[src/rtl/rd_seq_pkg.sv]
// Shared definitions for the DDR read-address sequencer and its window-mask decoder.
// Holds the FSM encoding, default geometry and the ring-window width function.
package rd_seq_pkg;

  localparam int unsigned DefAddrW      = 28;
  localparam int unsigned DefCntW       = 27;
  localparam int unsigned DefBurstBeats = 8;
  localparam int unsigned DefMinWinBits = 13;

  typedef enum logic [1:0] {
    StIdle = 2'd0,
    StLoad = 2'd1,
    StRun  = 2'd2,
    StFin  = 2'd3
  } state_e;

  // Ring window width: the base window grows by one bit per depth step, capped at the bus width.
  function automatic int unsigned win_bits(input logic [3:0]  depth_ctrl,
                                           input int unsigned min_bits,
                                           input int unsigned addr_w);
    int unsigned wb;
    wb = min_bits + int'(depth_ctrl);
    if (wb > addr_w) begin
      wb = addr_w;
    end
    return wb;
  endfunction

endpackage

[src/rtl/rd_win_mask.sv]
// Combinational decoder from ring-depth select to a low-order window mask (2^WB - 1).
// Shared with the write-side address generator.
module rd_win_mask
  import rd_seq_pkg::*;
#(
  parameter int unsigned ADDR_W       = DefAddrW,
  parameter int unsigned MIN_WIN_BITS = DefMinWinBits
) (
  input  logic [3:0]        depth_ctrl,
  output logic [ADDR_W-1:0] mask
);

  int unsigned wb;

  assign wb = win_bits(depth_ctrl, MIN_WIN_BITS, ADDR_W);

  always_comb begin
    mask = '0;
    for (int unsigned i = 0; i < ADDR_W; i++) begin
      mask[i] = (i < wb);
    end
  end

endmodule

[src/rtl/rd_burst_addr_seq.sv]
// Read-address sequencer: walks a circular capture window in DDR after a trigger and
// issues burst-aligned read commands over a valid/ready handshake.
module rd_burst_addr_seq
  import rd_seq_pkg::*;
#(
  parameter int unsigned ADDR_W       = DefAddrW,
  parameter int unsigned CNT_W        = DefCntW,
  parameter int unsigned BURST_BEATS  = DefBurstBeats,
  parameter int unsigned MIN_WIN_BITS = DefMinWinBits
) (
  input  logic              clk,
  input  logic              rst,
  input  logic              start,
  input  logic              abort,
  input  logic [3:0]        depth_ctrl,
  input  logic [ADDR_W-1:0] start_addr,
  input  logic [CNT_W-1:0]  num_bursts,
  output logic              cmd_valid,
  input  logic              cmd_ready,
  output logic [ADDR_W-1:0] cmd_addr,
  output logic              busy,
  output logic              done,
  output logic [CNT_W-1:0]  issued_cnt
);

  localparam logic [ADDR_W-1:0] BeatInc   = ADDR_W'(BURST_BEATS);
  localparam logic [ADDR_W-1:0] AlignMask = ~ADDR_W'(BURST_BEATS - 1);

  state_e state_q, state_d;

  logic [ADDR_W-1:0] start_q;
  logic [3:0]        depth_q;
  logic [CNT_W-1:0]  num_q;
  logic [ADDR_W-1:0] mask_d, mask_q;
  logic [ADDR_W-1:0] offset_q;
  logic [CNT_W-1:0]  cnt_q, cnt_inc;
  logic              cmd_valid_q, cmd_valid_d;
  logic              start_ok, accept, last_accept;

  rd_win_mask #(
    .ADDR_W      (ADDR_W),
    .MIN_WIN_BITS(MIN_WIN_BITS)
  ) u_win_mask (
    .depth_ctrl(depth_q),
    .mask      (mask_d)
  );

  assign start_ok    = (state_q == StIdle) && start && !abort;
  assign accept      = (state_q == StRun) && cmd_valid_q && cmd_ready;
  assign cnt_inc     = cnt_q + CNT_W'(1);
  assign last_accept = (cnt_inc == num_q);

  // State register
  always_ff @(posedge clk or negedge rst) begin
    if (!rst) begin
      state_q <= StIdle;
    end else begin
      state_q <= state_d;
    end
  end

  // Next-state logic; abort overrides everything
  always_comb begin
    state_d = state_q;
    if (abort) begin
      state_d = StIdle;
    end else begin
      unique case (state_q)
        StIdle:  if (start) state_d = StLoad;
        StLoad:  state_d = (num_q == '0) ? StFin : StRun;
        StRun:   if (accept && last_accept) state_d = StFin;
        StFin:   state_d = StIdle;
        default: state_d = StIdle;
      endcase
    end
  end

  // Outputs decoded from state
  always_comb begin
    busy = (state_q != StIdle);
    done = (state_q == StFin);
  end

  always_comb begin
    cmd_valid_d = cmd_valid_q;
    if (abort) begin
      cmd_valid_d = 1'b0;
    end else if (state_q == StLoad) begin
      cmd_valid_d = (num_q != '0);
    end else if (accept && last_accept) begin
      cmd_valid_d = 1'b0;
    end
  end

  // Configuration, window and address datapath
  always_ff @(posedge clk or negedge rst) begin
    if (!rst) begin
      start_q     <= '0;
      depth_q     <= '0;
      num_q       <= '0;
      mask_q      <= '0;
      offset_q    <= '0;
      cnt_q       <= '0;
      cmd_valid_q <= 1'b0;
    end else begin
      cmd_valid_q <= cmd_valid_d;
      if (start_ok) begin
        start_q <= start_addr;
        depth_q <= depth_ctrl;
        num_q   <= num_bursts;
        cnt_q   <= '0;
      end
      if (state_q == StLoad && !abort) begin
        mask_q   <= mask_d;
        offset_q <= start_q & mask_d & AlignMask;
      end
      // A handshake completing alongside abort still counts.
      if (accept) begin
        offset_q <= (offset_q + BeatInc) & mask_q;
        cnt_q    <= cnt_inc;
      end
    end
  end

  assign cmd_valid  = cmd_valid_q;
  assign cmd_addr   = offset_q;
  assign issued_cnt = cnt_q;

endmodule

[config.mk]
export PLATFORM = sky130hd
export DESIGN_NAME = rd_burst_addr_seq
export DESIGN_NICKNAME = d
export VERILOG_FILES = /design/src/rtl/rd_seq_pkg.sv /design/src/rtl/rd_win_mask.sv /design/src/rtl/rd_burst_addr_seq.sv
export SDC_FILE = /design/constraint.sdc
export NUM_CORES = 1
export LEC_CHECK = 0
export CELL_PAD_IN_SITES_DETAIL_PLACEMENT = 1
export CELL_PAD_IN_SITES_GLOBAL_PLACEMENT = 2
export CORE_ASPECT_RATIO = 0.8
export CORE_MARGIN = 3
export CORE_UTILIZATION = 34
export DETAILED_ROUTE_END_ITERATION = 8
export GPL_ROUTABILITY_DRIVEN = 0
export PLACE_DENSITY_LB_ADDON = 0.08
export SYNTH_ARGS = -nofsm -noshare
export SYNTH_HDL_FRONTEND = slang
export SYNTH_SLANG_ARGS = --single-unit
[constraint.sdc]
create_clock -name clk -period 3.35 [get_ports clk]
set_input_delay 0.67 -clock clk [delete_from_list [all_inputs] [get_ports clk]]
set_output_delay 0.67 -clock clk [all_outputs]
set_load 0.005 [all_outputs]
# Word-level counts from Yosys, hierarchy flattened

Cells that the tools add are included.

Bits in registers: 145
Input port bits: 64
Output and inout port bits: 58
Logic and storage cells: 76

$add $sub $neg: 3
$lt $le $gt $ge: 29
Equality and inequality tests: 6
Multiplexer cells: 13
Bitwise logic cells: 2
Reductions and logical operators: 15

Operator list:

| cell                                                           | count |
|---|---|
| less-than comparator 5 x 32 -> 1 bit, first input constant     | 12 |
| less-than comparator 4 x 32 -> 1 bit, first input constant     | 8 |
| less-than comparator 3 x 32 -> 1 bit, first input constant     | 4 |
| less-than comparator 1 x 32 -> 1 bit, first input constant     | 2 |
| less-than comparator 2 x 32 -> 1 bit, first input constant     | 2 |
| bitwise AND 28 bit                                             | 2 |
| 2-to-1 mux 28 bit                                              | 2 |
| 2-to-1 mux 27 bit                                              | 2 |
| greater-than comparator 32 x 5 -> 1 bit, second input constant | 1 |
| 2-to-1 mux 32 bit                                              | 1 |
| adder 28 x 4 -> 28 bit, second input constant                  | 1 |
| adder 27 x 1 -> 27 bit, second input constant                  | 1 |
| == test 27 bit                                                 | 1 |
| logical NOT 27 bit                                             | 1 |
| nonzero test 27 bit                                            | 1 |
| case mux 2 bit (4 select lines)                                | 1 |
| logical AND 1 bit                                              | 6 |
| 2-to-1 mux 2 bit                                               | 3 |
| nonzero test 2 bit                                             | 3 |
| adder 4 x 4 -> 5 bit, first input constant                     | 1 |
| == test 2 bit, second input constant                           | 2 |
| 2-to-1 mux 1 bit                                               | 4 |
| != test 3 x 2 -> 1 bit, second input constant                  | 1 |
| != test 3 bit, second input constant                           | 1 |
| other kinds (5)                                                | 5 |

# Longest topological paths before layout

Depth in word-level cells: 7
Gate-level depth with buffers: 10
Depth with buffers taken out: 9

# Modules after synthesis

A second synthesis with hierarchy kept.

Cells, all modules: 860
Area total of the unflattened synthesis: 8027.7 um^2

By module, submodules not included:

| module            | times used | cells an instance | area an instance (um^2) | sequential area each (um^2) |
|---|---|---|---|---|
| rd_burst_addr_seq | 1          | 771               | 7435.9                  | 3553.4 |
| rd_win_mask       | 1          | 89                | 591.8                   | 0.0 |

# Worst setup path before layout

No wires, ideal clock.

Path type: flip-flop to flip-flop
Start: register cnt_q[3], in the netlist issued_cnt[3]
End: register state_q[0]
Library setup time: 79 ps
Arrival time: 2290 ps
Data required time: 3271 ps
Path slack: 981 ps
Stages on the path, launching flop included: 9
Path buffers: 1
Period minus slack after synthesis: 2369 ps
Cells stage by stage: dfrtp_1 -> buf_2 -> nand4_4 -> or4_1 -> mux2i_1 -> a211oi_1 -> nand4b_1 -> o31ai_2 -> mux2i_1

Word-level cells in the longest chain between the ends: 5

Ends and longest elaborated chain:

| item                                    | line                     | source |
|---|---|---|
| start, declared                         | rd_burst_addr_seq.sv:36  | `logic [CNT_W-1:0] cnt_q, cnt_inc;` |
| start signal, assigned                  | rd_burst_addr_seq.sv:120 | `cnt_q <= cnt_inc;` |
| adder 27 x 1 -> 27 bit                  | rd_burst_addr_seq.sv:50  | `assign cnt_inc = cnt_q + CNT_W'(1);` |
| == test 27 bit                          | rd_burst_addr_seq.sv:51  | `assign last_accept = (cnt_inc == num_q);` |
| logical AND 1 bit                       | rd_burst_addr_seq.sv:71  | `StRun: if (accept && last_accept) state_d = StFin;` |
| != test 3 x 2 -> 1 bit (no source line) | --                       |  |
| AND reduction 2 bit (no source line)    | --                       |  |
| end signal, assigned                    | rd_burst_addr_seq.sv:56  | `state_q <= StIdle;` |
| end signal, assigned                    | rd_burst_addr_seq.sv:58  | `state_q <= state_d;` |
| end, declared                           | rd_burst_addr_seq.sv:29  | `state_e state_q, state_d;` |

No other way between the ends.
A chain may end at the register's enable or synchronous reset.

# Worst setup path after layout

Start: register cnt_q[4], in the netlist issued_cnt[4]
End: register state_q[1]

Same word-level chain as after synthesis.

==> results by group <==
Synthesis
  • Post-synthesis cell area: 0.00763 mm²
  • Gate count of the mapped netlist: 801
  • Unique masters post-synth: 61
  • Most numerous cell types in the synthesized netlist: 142 x dfrtp_1, 92 x nand2_1, 69 x o21ai_0
  • Sequential element share of the synthesized area: 46.6%
  • Number of enable flip-flop cells after synthesis: 0
  • Most frequent cell after synthesis: dfrtp_1
  • Flip-flop cell with the highest count after synthesis: dfrtp_1
  • Area contributors post-synth: dfrtp_1 47%, mux2_2 8.4%, nand2_1 4.5%, o21ai_0 4.5%, xnor2_1 3.0%
  • Share of the synthesized area in the top cell type: 46.6%
  • Number of storage elements in the synthesis netlist: 142
  • Async SR Flop Fraction: 100%
  • Most area-hungry cell type in the Yosys netlist: dfrtp_1
  • Ys Warns: 0
  • Average footprint of a synthesized cell: 9.52 µm²
  • Syn Nets: 873

Placement
  • Placed Cells incl. Taps: 1,201
  • Detailed placement HPWL: 18,600 µm
  • Buffers on Ports: 118

CTS
  • Number of H-tree branching levels: 4
  • Number of buffers inserted to repair setup after CTS: 0
  • Clock transition at the registers of the reported paths: 0.06 ns
  • Clock sinks: 142
  • CTS tree: built
  • Clock insertion delay at the later pin of the skew report: 0.44 ns
  • Number of buffers inserted by hold repair at cts: 0
  • Number of CTS-inserted buffers: 17
  • CTS resizes: 0
  • CTS root buf: clkbuf_16
  • Buffers from clock root to sink, at most: 2

Global route
  • Number of global-route vias before repair: 7,122
  • GR Overflow Total: 0
  • Global router's overall resource usage: 21.1%
  • Antenna violations before repair: 0
  • Maximum number of pins on one net before global-route repair: 76
  • First-pass GRT wire length: 40,600 µm

Layout
  • Filler cell count: 2,440
  • Area grow syn2layout: 29.0%
  • Post-route insts no fill: 1,233
  • Share of cells above drive strength 1: 14.1%
  • Number of nets at the end of the flow: 992
  • Number of inserted diodes: 0
  • End-of-flow core utilization: 45.2%

Timing
  • Tightest slew margin relative to the limit: 38.7%
  • Worst setup skew after layout: 0.0120 ns
  • Total count of max-transition violations in the final report: 0
  • Unrepaired setup endpoints after global routing: no
  • Final Hold Vio Count: 0
  • Actual transition at the worst max-transition pin: 0.912 ns
  • Crit path time final: 3.01 ns
  • Fmax: 332 MHz
  • Fin Setup TNS: 0 ns
  • Share of the cycle needed by the critical path after routing: 89.8%
  • Total of endpoints with negative setup slack in the final report: 0

Worst setup path
  • Worst-path maximum fanout: 13
  • Crit path arrival time: 3.36 ns
  • Number of cells on the worst reg-to-reg path: 7
  • Worst Setup Start Kind: flop
  • Nature of the critical path endpoint: flop
  • Worst R2R Setup Slack: 0.34 ns
  • Worst endpoint required time: 3.70 ns
  • Kind of critical path: reg2reg

Floorplanning
  • Total die area: 0.0243 mm²
  • Boundary Pins: 122
  • Horizontal extent of the die: 173 µm
  • Site Rows: 48
  • Starting utilization of the core area: 35.0%
  • Chip height: 140 µm
  • Placeable core area: 0.0218 mm²

Route
  • DRC marker count from the first detailed-route iteration: 494
  • Detail Route Antenna Nets: 0
  • Drt drc: 0
  • Average vias per placed instance: 5.52
  • Router iterations before antenna repair: 6
  • Via count: 6,800
  • Routed wire length: 25,300 µm
  • Average wire per standard cell: 20.6 µm

Worst hold path
  • Type of the tightest min-delay check: in2async

Job
  • Count of maximum capacitance violations: 0

Power
  • Worst vdd rail ir drop: 0.423 mV
  • Power density of the placed cells: 782 mW/mm²
  • Leakage: 0.00394 µW

Run status
  • Outcome: completed
## cells in the final DEF, fill, tap and decap left out, drive strengths merged, types with 4 or more instances in the layout
| master | count |
|---|---|
| nand3 | 36 |
| o311ai | 4 |
| nor2b | 6 |
| nand2 | 92 |
| a31oi | 16 |
| o31ai | 17 |
| nor3b | 4 |
| and3 | 17 |
| inv | 12 |
| dfrtp | 142 |
| clkdlybuf4s50 | 117 |
| o22ai | 5 |
| nand4 | 24 |
| clkinv | 4 |
| nand2b | 16 |
| clkbuf | 19 |
| mux2i | 5 |
| o21ai | 69 |
| and4 | 4 |
| xnor2 | 26 |
| xor2 | 17 |
| nor2 | 59 |
| mux2 | 57 |
| nor3 | 16 |
| ha | 8 |
| nor4 | 17 |
| bufinv | 4 |
| or4 | 6 |
| a22o | 6 |
| buf | 34 |
| a21oi | 33 |
## kinds of logic (layout without fill, tap and decap cells)
logic type	after synthesis	in the layout	synth area share [%]
and+or+nand+nor	308	308	20.4
AOI/OAI and AO/OA	177	177	14.3
DFF	142	142	46.6
muxes	62	62	9.07
buffers and inverters	61	193	3.35
xor gates and xnor gates	43	43	4.94
adders and majority gates	8	8	1.31
## metrics by stage
step	area (µm²)	setup WS, ns	hold slack [ns]	total power (µW)
finish	9840	0.341	0.235	7700
floorplan	7630	0.981	0.374	4470
global route	9840	0.193	0.298	8220
CTS	9840	0.374	0.272	7770
detailed placement	9220	0.410	0.447	5670
global placement	9220	0.498	0.445	5560
## routing by layer
layer	global-route usage [%]	part of all wire, %	up-vias
met3	4.44	4.6	31
met4	5.76	1.4	0
met5	0	0	-
met1	31.5	52	3430
li1	-	-	3153
met2	31.0	42	186
## power breakdown
part	internal (µW)	switching, µW
Sequential	2350	708
Clock	1250	787
Combinational	1280	1320
## worst max-delay path: stages (launching register included)
cell	delay, ns
dfrtp_1	0.56
nand4_4	0.29
nor4_1	0.62
mux2_2	0.40
a211oi_1	0.22
nand4b_1	0.21
o31ai_2	0.38
mux2i_1	0.24
## flip-flops by register name, summed over array words and instances, names as in the netlist
| register | count |
|---|---|
| cmd_addr | 28 |
| mask_q | 28 |
| issued_cnt | 27 |
| num_q | 27 |
| start_q | 25 |
| depth_q | 4 |
| state_q | 2 |
| cmd_valid | 1 |
## area by class of cell
class                      count  area (µm²)  share of cell area, %
clock buffer                  19         433                   4.40
clock inverter                13         188                   1.91
inverter                      10        37.5                  0.381
multi-input combinational    598        3830                   38.9
sequential                   142        3550                   36.1
tap                          300         375                   3.81
timing repair buffer         151        1430                   14.5
## path summary, 6_finish.rpt
kind,from,endpoint
min in group clk,mask_q[2],mask_q[2]
min,rst,num_q[8]
min reg2reg,mask_q[2],mask_q[2]
max,issued_cnt[4],state_q[1]
max in group asynchronous,rst,issued_cnt[7]
max reg2reg,issued_cnt[4],state_q[1]
No activity file was read; power rests on OpenSTA's default activity.
